**src/rtl/arith_pkg.sv**
```systemverilog
// ---------------------------------------------------------------------------
// arith_pkg
//   Constants and helpers shared by the BCD adder datapath.
//   ADDER_W : digit width used by the BCD datapath (one binary adder digit)
//   BCD_FIX : decimal-correction addend applied when a digit sum exceeds 9
//   maj()   : three-input majority, the carry function of a full adder
// ---------------------------------------------------------------------------
package arith_pkg;

    localparam int unsigned ADDER_W = 4;
    localparam logic [3:0]  BCD_FIX = 4'b0110;

    function automatic logic maj(input logic x, input logic y, input logic z);
        return (x & y) | (x & z) | (y & z);
    endfunction

endpackage : arith_pkg

```
**src/rtl/full_adder.sv**
```systemverilog
// ---------------------------------------------------------------------------
// full_adder
//   One-bit combinational full adder, the cell of the ripple chain.
//   a, b : addend bits
//   ci   : carry in from the next-lower bit
//   s    : sum bit, a ^ b ^ ci
//   co   : carry out to the next-higher bit, majority(a, b, ci)
// ---------------------------------------------------------------------------
module full_adder
    import arith_pkg::*;
(
    input  logic a,
    input  logic b,
    input  logic ci,
    output logic s,
    output logic co
);

    assign s  = a ^ b ^ ci;
    assign co = maj(a, b, ci);

endmodule : full_adder

```
**src/rtl/adder_4_bit.sv**
```systemverilog
// ---------------------------------------------------------------------------
// adder_4_bit
//   Registered ripple-carry adder with carry-in, carry-out and signed
//   overflow flag. Operands presented with in_valid=1 at a rising edge
//   appear on the outputs after that edge, with out_valid=1 for one cycle.
//   When in_valid=0 the result registers hold and out_valid drops.
//
//   Ports
//     clk       rising-edge clock
//     rst_n     asynchronous active-low reset (clears all outputs)
//     a, b      WIDTH-bit unsigned operands
//     cin       carry-in
//     in_valid  operands valid this cycle
//     s         registered sum, (a + b + cin) mod 2^WIDTH
//     cout      registered carry-out, bit WIDTH of a + b + cin
//     ovf       registered two's-complement overflow
//     out_valid s/cout/ovf hold a result sampled on the previous edge
// ---------------------------------------------------------------------------
module adder_4_bit
    import arith_pkg::*;
#(
    parameter int unsigned WIDTH = ADDER_W
) (
    input  logic             clk,
    input  logic             rst_n,
    input  logic [WIDTH-1:0] a,
    input  logic [WIDTH-1:0] b,
    input  logic             cin,
    input  logic             in_valid,
    output logic [WIDTH-1:0] s,
    output logic             cout,
    output logic             ovf,
    output logic             out_valid
);

    // Carry chain: c[0] is the carry-in, c[i+1] is the carry out of bit i.
    logic [WIDTH:0]   c;
    logic [WIDTH-1:0] sum_next;
    logic             ovf_next;

    logic [WIDTH-1:0] sum_reg;
    logic             cout_reg;
    logic             ovf_reg;
    logic             valid_reg;

    assign c[0] = cin;

    genvar gi;
    generate
        for (gi = 0; gi < WIDTH; gi++) begin : g_ripple
            full_adder u_fa (
                .a  (a[gi]),
                .b  (b[gi]),
                .ci (c[gi]),
                .s  (sum_next[gi]),
                .co (c[gi+1])
            );
        end
    endgenerate

    // Signed overflow: carry into the MSB disagrees with carry out of it.
    assign ovf_next = c[WIDTH] ^ c[WIDTH-1];

    always_ff @(posedge clk or negedge rst_n) begin
        if (!rst_n) begin
            sum_reg   <= '0;
            cout_reg  <= 1'b0;
            ovf_reg   <= 1'b0;
            valid_reg <= 1'b0;
        end else begin
            valid_reg <= in_valid;
            // Result registers only load on valid operands so a downstream
            // consumer can still read the last result while idle.
            if (in_valid) begin
                sum_reg  <= sum_next;
                cout_reg <= c[WIDTH];
                ovf_reg  <= ovf_next;
            end
        end
    end

    assign s         = sum_reg;
    assign cout      = cout_reg;
    assign ovf       = ovf_reg;
    assign out_valid = valid_reg;

endmodule : adder_4_bit

```
**config.mk**
```make
export PLATFORM = sky130hd
export DESIGN_NAME = adder_4_bit
export DESIGN_NICKNAME = d
export VERILOG_FILES = /design/src/rtl/arith_pkg.sv /design/src/rtl/full_adder.sv /design/src/rtl/adder_4_bit.sv
export SDC_FILE = /design/constraint.sdc
export NUM_CORES = 1
export LEC_CHECK = 0
export ABC_CLOCK_PERIOD_IN_PS = 880
export CORE_AREA = 2 2 39 41
export DETAILED_ROUTE_END_ITERATION = 10
export DIE_AREA = 0 0 41 43
export GPL_ROUTABILITY_DRIVEN = 0
export PLACE_DENSITY = 0.62
export SLEW_MARGIN = 20
export SYNTH_ARGS = -nofsm -noshare
export SYNTH_HDL_FRONTEND = slang
export SYNTH_HIERARCHICAL = 1
export SYNTH_SLANG_ARGS = --single-unit
```
**constraint.sdc**
```tcl
create_clock -name clk -period 0.88 [get_ports clk]
set_clock_uncertainty 0.1 [all_clocks]
set_input_delay 0.088 -clock clk [delete_from_list [all_inputs] [get_ports clk]]
set_output_delay 0.088 -clock clk [all_outputs]
set_load 0.02 [all_outputs]
```
==> results.toml, run 1 <==
[grt]
grt.total_usage_pct = 11.5
grt_most_used_layer = "met2"
grt_max_degree = 9
use_met1_pct = 11.4
first_global_vias = 285
antenna_found_initial = 0
met3_usage_pct = 6.81
grtUsageMet2_pct = 15.9
grt_pass1_wl_um = 1190
gr-total-overflow = 0

[final_layout]
nFillCells = 135
drive_gt1_share_pct = 58.7
multi_input_area_um2 = 183
stdcell_count = 62
regArea_um2 = 175
post-route-util_pct = 45.2
largest_reg_flops = 4
diodes = 0
area_delta_synth_final_pct = 74.2
final_nets = 63

[routing]
routed_wl_um = 793
post-route-drc-count = 0
via_count = 268
drt_iter0_drc = 3
dr.pass1.iters = 2
ant_nets = 0
wire_per_inst_um = 12.8
via_per_inst = 4.32

[timing]
tightest_slew_ns = 0.323
relSlewSlack_pct = 78.4
hold_viol_final = 0
rsz0062_at_grt = "true"
fmax_ghz = 0.517
setup_viol = 12
fin_ws_ns = -1.05
setup_tns_ns = -4.56
fin_crit_sh_pct = 220
slew_viol_final = 0
layout_min_cycle_time_ns = 1.93

[power_and_ir_drop]
clockPowerShare_pct = 24.2
pwr_density_cell_mw_per_mm2 = 1860
switching_share_pct = 28.2
ir_drop_v = 0.000792
p_int_w = 0.000835
pwr-share-seq_pct = 36.7
p_comb_share_pct = 39.1
leakage_nw = 0.293
p_sw_w = 0.000328

[clocking]
clock-root-buffer = "clkbuf_4"
cts_max_level = 1
clock-sinks = 7
max-clock-path-buffers = 2
numCtsBuffers = 3
cts_tree = "yes"
clk_pin_slew_ns = 0.05
cts_hold_buffers = 0
clk_latency_ns = 0.24

[critical_path]
worst-path-stages = 6
cp-start-kind = "primary input"
reg2reg_depth = 2
crit_top_cell = "fa_2"
max_stage_delay_ns = 0.44
crit_required_ns = 0.91
path_cells = "buf_6, fa_2, fa_2, fa_2, fa_2, mux2_4"
worst-path-buf-inv = 1
slowest_stage = "fa_2"
r2r_slack_ns = -0.12
critPathCaptureType = "register"
cp.arrival_ns = 1.96
path_class = "primary input to register"
critical-path-top-delay-family = "adder cells"
worst-path-max-fanout = 2

[synthesis]
netlist_area_um2 = 359
yosysSeqAreaShare_pct = 48.8
yosysWarningCount = 6
ys_types = 7
syn_avg_cell_area_um2 = 18.0
synth_nets = 36
ys_seq_elements = 7
syn_inst = 20

[placement]
io_buffers = 18
placed_cells = 57
post-dp-hpwl_um = 602

[floorplanning]
rows = 14
io_pins = 19
dieArea_mm2 = 0.00176
die_w_um = 41
coreArea_mm2 = 0.00138
die_y_um = 43
start_util_pct = 25.9

[run_status]
failed_checks = "setup timing"
status = "finished, violations left"

[flow_run]
drv_cap = 0

[hold_path]
min_path_type = "primary input to asynchronous set/reset pin"
metrics by stage:
| step | cell area (um2) | total power (W) | hold WS (ns) | worst slack, ns |
|---|---|---|---|---|
| 6_report | 626 | 0.00116 | 0.00578 | -1.05 |
| 5_1_grt | 626 | 0.00127 | 0.00861 | -1.08 |
| 4_1_cts | 612 | 0.00118 | 0.00780 | -1.06 |
| 3_5_place_dp | 588 | 0.000871 | 0.275 | -1.71 |
| 3_3_place_gp | 588 | 0.000861 | 0.263 | -1.69 |
| 2_1_floorplan | 369 | 0.000625 | -0.308 | -1.21 |
metal layers:
| metal | vias to the layer above | part of all wire (%) | wire length (um) |
|---|---|---|---|
| li1 | 119 | - | - |
| met1 | 128 | 34 | 270 |
| met2 | 19 | 48 | 383 |
| met3 | 2 | 16 | 124 |
| met4 | 0 | 1.6 | 13 |
| met5 | - | 0 | 0 |
final timing paths:
check,start,end
max in group asynchronous,rst_n,ovf
min,rst_n,s[3]
max reg2reg,s[1],s[1]
min in group clk,in_valid,out_valid
max,cin,s[3]
min reg2reg,s[3],s[3]
synthesized netlist by cell type:
| cell | n | area share (%) |
|---|---|---|
| dfrtp_1 | 7 | 49 |
| mux2_4 | 5 | 21 |
| fa_1 | 4 | 22 |
| a21oi_1 | 1 | 1.4 |
| buf_6 | 1 | 3.1 |
| nor2_1 | 1 | 1.0 |
| xnor2_1 | 1 | 2.4 |
what timing repair did:
item	in CTS	in global routing
resized for setup	57	2
setup endpoints to repair	13	13
pin swaps	5	0
setup buffers	0	1
power groups by stage:
stage,registers [W],clock network [W],logic [W]
finish,0.000427,0.000281,0.000455
CTS,0.000429,0.000298,0.000457
detailed placement,0.000418,0,0.000453
floorplan,0.000491,0,0.000134
global placement,0.000416,0,0.000446
global route,0.000437,0.000339,0.000491
layout make-up:
class / instances / share of cell area, %
flip-flops and latches: 7 / 28.0
well taps: 16 / 3.20
clock buffers: 4 / 4.20
multi-input cells: 12 / 29.2
repair buffers: 23 / 35.4
cells in the final DEF (no fill, tap or decap), drive strengths merged:
master,synthesis,routed
clkdlybuf4s50,0,5
dlygate4sd2,0,2
buf,1,15
mux2,5,5
dfrtp,7,7
fa,4,4
a21oi,1,1
dlymetal6s2s,0,1
clkbuf,0,4
xnor2,1,1
nor2,1,1
kinds of logic after synthesis:
group	share of synthesized area, %
buffers and inverters	3.14
XOR/XNOR	2.44
adder cells (fa/ha/maj)	22.3
AO/OA/AOI/OAI	1.39
flip-flops	48.8
multiplexers	20.9
AND/OR/NAND/NOR	1.04
No activity file was read; power rests on OpenSTA's default activity.
==> inputs of run 2 (changes only) <==
--- a/config.mk
+++ b/config.mk
@@ -5,7 +5,7 @@
 export SDC_FILE = /design/constraint.sdc
 export NUM_CORES = 1
 export LEC_CHECK = 0
-export ABC_CLOCK_PERIOD_IN_PS = 880
+export ABC_CLOCK_PERIOD_IN_PS = 2000
 export CORE_AREA = 2 2 39 41
 export DETAILED_ROUTE_END_ITERATION = 10
 export DIE_AREA = 0 0 41 43
==> constraint.sdc (replaced) <==
create_clock -name clk -period 2 [get_ports clk]
set_clock_uncertainty 0.1 [all_clocks]
set_input_delay 0.2 -clock clk [delete_from_list [all_inputs] [get_ports clk]]
set_output_delay 0.2 -clock clk [all_outputs]
set_load 0.02 [all_outputs]
==> results.toml, run 2 (same netlist as run 1, synthesis figures left out) <==
[placement]
placed_area_um2 = 566
io_buffers = 18
dpl_worst_slack_ns = -0.692
post-dp-hpwl_um = 542

[critical_path]
r2r_start = "s[3]"
critPathCaptureType = "register"
reg2reg_depth = 1
cp.arrival_ns = 2.07
setup.worst_path.start = "cin"
crit_required_ns = 2.03
worst-path-max-fanout = 2
r2r_end = "s[3]"
path_class = "primary input to register"
r2r_slack_ns = 1.14
cp-start-kind = "primary input"

[clocking]
clock-root-buffer = "clkbuf_4"
cts_max_level = 1
clk_latency_ns = 0.24
clock-sinks = 7
clk_pin_slew_ns = 0.05
max-clock-path-buffers = 2
numCtsBuffers = 3
cts_tree = "yes"

[grt]
antenna_found_initial = 0
grt_pass1_wl_um = 1090
gr-total-overflow = 0
grt.total_usage_pct = 10.2
first_global_vias = 259
grt_max_degree = 9

[final_layout]
drive_gt1_share_pct = 39.5
area_delta_synth_final_pct = 64.1
regArea_um2 = 175
nFillCells = 127
diodes = 0
largest_reg_flops = 4
final_cell_mix = "clkdlybuf4s50_1 (14), dfrtp_1 (7), mux2_4 (5)"
multi_input_area_um2 = 183
final_common_cell = "clkdlybuf4s50_1"
final_nets = 60
fin_area_um2 = 589

[floorplanning]
coreArea_mm2 = 0.00138
io_pins = 19
rows = 14
start_util_pct = 25.9
dieArea_mm2 = 0.00176
die_y_um = 43
die_w_um = 41

[power_and_ir_drop]
ir_drop_v = 0.000473
pwr_density_cell_mw_per_mm2 = 828
leakage_nw = 0.252
power_w = 0.000488

[timing]
setup_viol = 1
fin_ws_ns = -0.0416
rsz0062_at_grt = "true"
hold_ws_ns = 0.111
tightest_slew_ns = 0.432
slew_viol_final = 0
layout_min_cycle_time_ns = 2.04
relSlewSlack_pct = 71.1
fin_crit_sh_pct = 102
hold_viol_final = 0
fmax_ghz = 0.490
setup_tns_ns = -0.0416

[routing]
dr.pass1.iters = 1
wire_per_inst_um = 11.8
ant_nets = 0
routed_wl_um = 696
via_count = 250
via_per_inst = 4.24
drt_iter0_drc = 0
post-route-drc-count = 0

[run_status]
failed_checks = "setup timing"
status = "finished, violations left"

[flow_run]
drv_cap = 0

[hold_path]
min_path_type = "primary input to asynchronous set/reset pin"
run 2: final cells by class:
| class | instances | area share, % |
|---|---|---|
| timing repair buffer | 20 | 31.4 |
| tap | 16 | 3.40 |
| multi-input combinational | 12 | 31.0 |
| sequential | 7 | 29.7 |
| clock buffer | 4 | 4.46 |
run 2: worst max path at each step:
stage	to	slack [ns]	cells past startpoint
after floorplan	s[3]	-0.21	5
after global placement	s[3]	-0.67	6
after detailed placement	s[3]	-0.69	6
after CTS	s[3]	-0.04	6
after global routing	s[3]	-0.09	6
final	s[3]	-0.04	6
run 2: metal layers:
layer  vias to the layer above  routed length (um)  GRT usage [%]
met2                        19                 285           12.8
met1                       119                 320           12.3
met3                         0                  90           6.81
met5                         -                   0              0
met4                         0                   0           6.00
li1                        112                   -              -
run 2: through the flow:
stage	util (%)	instances
CTS	42.0	58
finish	42.6	59
floorplan	-	20
detailed placement	40.9	54
global route	42.6	59
global placement	40.9	54
run 2: worst max-delay path, cell delays in order:
cell and delay [ns]:
buf_6 0.09, fa_2 0.37, fa_2 0.34, fa_2 0.36
fa_2 0.44, mux2_4 0.26
run 2: where the power goes:
group	leakage, nW	switching (W)	internal (W)
logic	0.156	0.0000725	0.000109
registers	0.0813	0.0000140	0.000168
clock network	0.0150	0.0000487	0.0000759
total	0.252	0.000135	0.000353
run 2: what timing repair did:
action,4_1_cts,5_1_grt
gates resized for setup,14,0
endpoints found under the setup margin,4,3
pin swaps,4,2
buffers inserted,0,1
hold buffers,0,0
==> RTL change 1, RTL diff (config.mk and constraints of run 1) <==
Set the package constant `ADDER_W` to 5 (it was 4).
--- a/src/rtl/arith_pkg.sv
+++ b/src/rtl/arith_pkg.sv
@@ -8,5 +8,5 @@
 package arith_pkg;
 
-    localparam int unsigned ADDER_W = 4;
+    localparam int unsigned ADDER_W = 5;
     localparam logic [3:0]  BCD_FIX = 4'b0110;
 
Ports: changed (resized a, b and s); port bits go from 19 to 22. The function was not compared with the original's and may differ.
==> RTL change 1 against run 1 <==
  * The flow still finishes with violations (setup timing)
  * Sequential power increased by 15%
  * Worst hold slack improved by 9.8 ps
  * Worst setup slack got worse by 360 ps
  * Global-route usage increased by 2.7 points
  * Total power increased by 10%
  * Wire length increased by 10%
  * Sequential cell count increased by 1
  * Utilization increased by 5.2 points
  * Synthesized area increased by 17%
  * Register-to-register slack improved by 120 ps
  * Design area increased by 11%
  * Count of clock-buffer cells in the layout decreased by 1
  * Critical endpoint is now s[4]
==> RTL change 1: results (changes against run 1) <==
The total length of routed met3 wires is 32 µm (-74%). The number of setup buffers added after CTS is 1 (+1). The wire length on met1 came to 299 µm (+11%). The run finished, with violations left. The endpoint identified for the worst register-to-register timing path is s[2]. The total routed wirelength came out at 875 µm (+10%). The flip-flop count of the largest register, all copies and words added is 5 (+1). The portion of the post-synthesis area used by sequential elements came out at 47.76% (-1.0 points). The setup-violating endpoint count in the final report came out at 14 (+2). The end point of the critical path is s[4]. The count of port buffers added during placement came to 21 (+3).

The number of gates resized after CTS came to 65 (+14%). The routed wire length per instance came out at 13.46 µm (+5.2%). The slew at the pin closest to its max-slew limit came to 386.2 ps (+62.82 ps).

The number of global-route vias before repair was 341 (+20%). The met2 routed wirelength is 506 µm (+32%). The peak supply drop is 0.7258 mV (-8.4%). The arrival time at the worst endpoint came out at 2330 ps (+370 ps).

The depth of the most critical reg-to-reg path is 1 (-1). The total iterations of the first detailed-routing run is 4 (+2). The net total in the final layout came to 70 (+11%). The worst setup slack after layout came to -1418 ps (-363.0 ps). The met1 track demand over resource in global routing was 15.02% (+3.6 points). The half-perimeter wire length of the detailed placement result is 703.3 µm (+17%). In the post-synthesis netlist, the biggest area contributors are dfrtp_1 (48%), fa_1 (24%), mux2_4 (21%), buf_6 (2.7%), xnor2_1 (2.1%). The aggregate negative setup slack came to -6741 ps (-2180 ps). The minimum hold slack was 15.53 ps (+9.754 ps). The layout cell share with drive strength beyond 1 came out at 57.14% (-1.6 points).

The checks that failed: setup timing. The leakage component of the power came out at 0.3149 nW (+7.4%). The instance count after placement with tap cells included came out at 61 (+7.0%). The global-route met3 utilization came out at 3.141% (-3.7 points).
==> RTL change 1: power by group <==
group	total, mW	internal [mW]	leakage [nW]	switching (mW)
clock	0.283	0.156	0.0138	0.127
combinational	0.511	0.308	0.208	0.203
sequential	0.492	0.440	0.0930	0.0519
==> RTL change 1: cells by family (layout without fill, tap and decap cells) <==
family	after synthesis	in the layout	share of synthesized area, %
simple gates	1	1	0.8947
compound gates	1	1	1.193
buf+inv	1	27	2.686
xor+xnor	1	1	2.090
mux	6	6	21.49
flops	8	8	47.76
fa+ha+maj	5	5	23.88
==> RTL change 1: cell type report <==
cell class	instances	area, µm²	share of cell area (%)
Timing Repair Buffer	24	234.0	33.57
Multi-Input combinational cell	14	220.2	31.60
Sequential cell	8	200.2	28.73
Clock buffer	3	22.52	3.232
Tap cell	16	20.02	2.873
==> RTL change 1: worst max-delay path, cell delays in order <==
cell and delay, ps:
buf_6 90, fa_2 380, fa_2 350, fa_2 350
fa_2 390, fa_2 430, mux2_4 260
==> RTL change 2, RTL diff (settings of run 1) <==
Without the edit above. Remove the register `valid_reg`: a continuous assignment takes its place, so the output `out_valid` follows one clock earlier.
--- a/src/rtl/adder_4_bit.sv
+++ b/src/rtl/adder_4_bit.sv
@@ -67,7 +67,5 @@
             cout_reg  <= 1'b0;
             ovf_reg   <= 1'b0;
-            valid_reg <= 1'b0;
         end else begin
-            valid_reg <= in_valid;
             // Result registers only load on valid operands so a downstream
             // consumer can still read the last result while idle.
@@ -80,4 +78,6 @@
     end
 
+    assign valid_reg = in_valid;
+
     assign s         = sum_reg;
     assign cout      = cout_reg;
Behaviour: not the same (a bounded check fails within 4 cycles, from zero or initial values and one cycle with rst_n low).
==> RTL change 2 against run 1 <==
  * Synthesized area is 4.9% lower
  * Wire length is 0.38% lower
  * The flow finishes with violations (hold timing, setup timing)
  * Sequential cell count is 1 lower
  * Design area is 7.0% lower
  * Largest cell class unchanged
  * Via count is 12% lower
  * Largest power group unchanged
  * Total power is 7.1% lower
  * Clock power is 8.5% lower
  * Worst setup slack worse by 5.7 ps
==> RTL change 2: results (changes against run 1) <==
The worst setup slack after layout is -1060 ps (-5.710 ps). The checks that failed: hold timing, setup timing. The aggregate negative setup slack was -4470 ps (+91.02 ps). The setup-violating endpoint count in the final report is 12 (unchanged).

The maximum number of pins on one net before global-route repair was 8 (-1). The net total in the final layout came out at 61 (-3.2%). The post-synthesis share of cell area spent on xor and xnor gates is 2.564% (+0.13 points). The mux contribution to synthesized area was 21.98% (+1.1 points). The layout cell share with drive strength beyond 1 is 60.47% (+1.8 points). In the post-synthesis netlist, the biggest area contributors are dfrtp_1 (44%), fa_1 (23%), mux2_4 (22%), buf_6 (3.3%), xnor2_1 (2.6%).

The wire length on met1 is 324 µm (+20%). The area after detailed placement is 555.5 µm² (-5.5%). The minimum hold slack is -11.87 ps (-17.65 ps). The run finished, with violations left. The instance count after placement with tap cells included is 55 (-3.5%). The combined global-route utilization of all metal layers came out at 11.38% (-0.10 points). The peak supply drop came out at 0.7159 mV (-9.6%). The leakage component of the power is 0.2665 nW (-9.1%).

Ranked by instance count, the synthesized netlist is headed by dfrtp_1 (6), mux2_4 (5), fa_1 (4). The worst register-to-register path ends at s[2]. The via count is 237 (-12%). The routed wire length per instance came to 13.39 µm (+4.7%). The half-perimeter wire length of the detailed placement result came out at 615.1 µm (+2.3%).

The met1 track demand over resource in global routing is 13.38% (+2.0 points). The final number of hold-violating endpoints came out at 6 (+6). The met2 routed wirelength is 374 µm (-2.3%). The uppermost layer routed is met3. In this run the critical register-to-register path is launched from s[2].

The detail-routed via count per cell came out at 4.017 (-7.1%). The global-route wire length before repair came out at 1248 µm (+5.2%). The global-route met3 utilization was 4.188% (-2.6 points). The portion of the post-synthesis area used by sequential elements came to 43.96% (-4.8 points).
-- RTL change 2: cell count changes after synthesis, sizes merged --
cell          run 1  this run
dfrtp             7         6
buf               1         2
-- RTL change 2: cells by family (layout without fill, tap and decap cells) --
logic type | after synthesis | after routing
AO/OA/AOI/OAI | 1 | 1
XOR/XNOR | 1 | 1
adder cells (fa/ha/maj) | 4 | 4
buffers and inverters | 2 | 25
flip-flops | 6 | 6
multiplexers | 5 | 5
AND/OR/NAND/NOR | 1 | 1
-- RTL change 2: cell type report --
class                           count  area, µm²
Fill cell                         129      802.0
Sequential cell                     6      150.1
Clock buffer                        3      22.52
Tap cell                           16      20.02
Timing Repair Buffer               22      206.4
Multi-Input combinational cell     12      182.7
-- RTL change 2: how the worst max path moves through the flow --
| stage | from | to | cells past startpoint |
|---|---|---|---|
| global placement | a[0] | s[3] | 6 |
| global route | cin | s[3] | 6 |
| finish | cin | s[3] | 6 |
| detailed placement | a[0] | s[3] | 6 |
| CTS | cin | s[3] | 6 |
| floorplan | a[0] | s[3] | 5 |
-- RTL change 2: power breakdown --
group          total [mW]  internal (mW)  switching [mW]
Clock               0.257          0.155           0.103
Combinational       0.448          0.273           0.174
Sequential          0.377          0.334          0.0426
Total                1.08          0.762           0.319
-- RTL change 2: worst register-to-register path, delay by kind of cell (launching register included) --
family,cells,cell delay (ps)
buffers and inverters,1,130
DFF,1,380
muxes,1,250
-- RTL change 2: repair_timing --
| item | in CTS | in global routing |
|---|---|---|
| setup endpoints to repair | 13 | 12 |
| setup buffers | 1 | 0 |
| gates resized for setup | 58 | 0 |
| pin swaps | 5 | 0 |
| hold endpoints to repair | 6 | 0 |
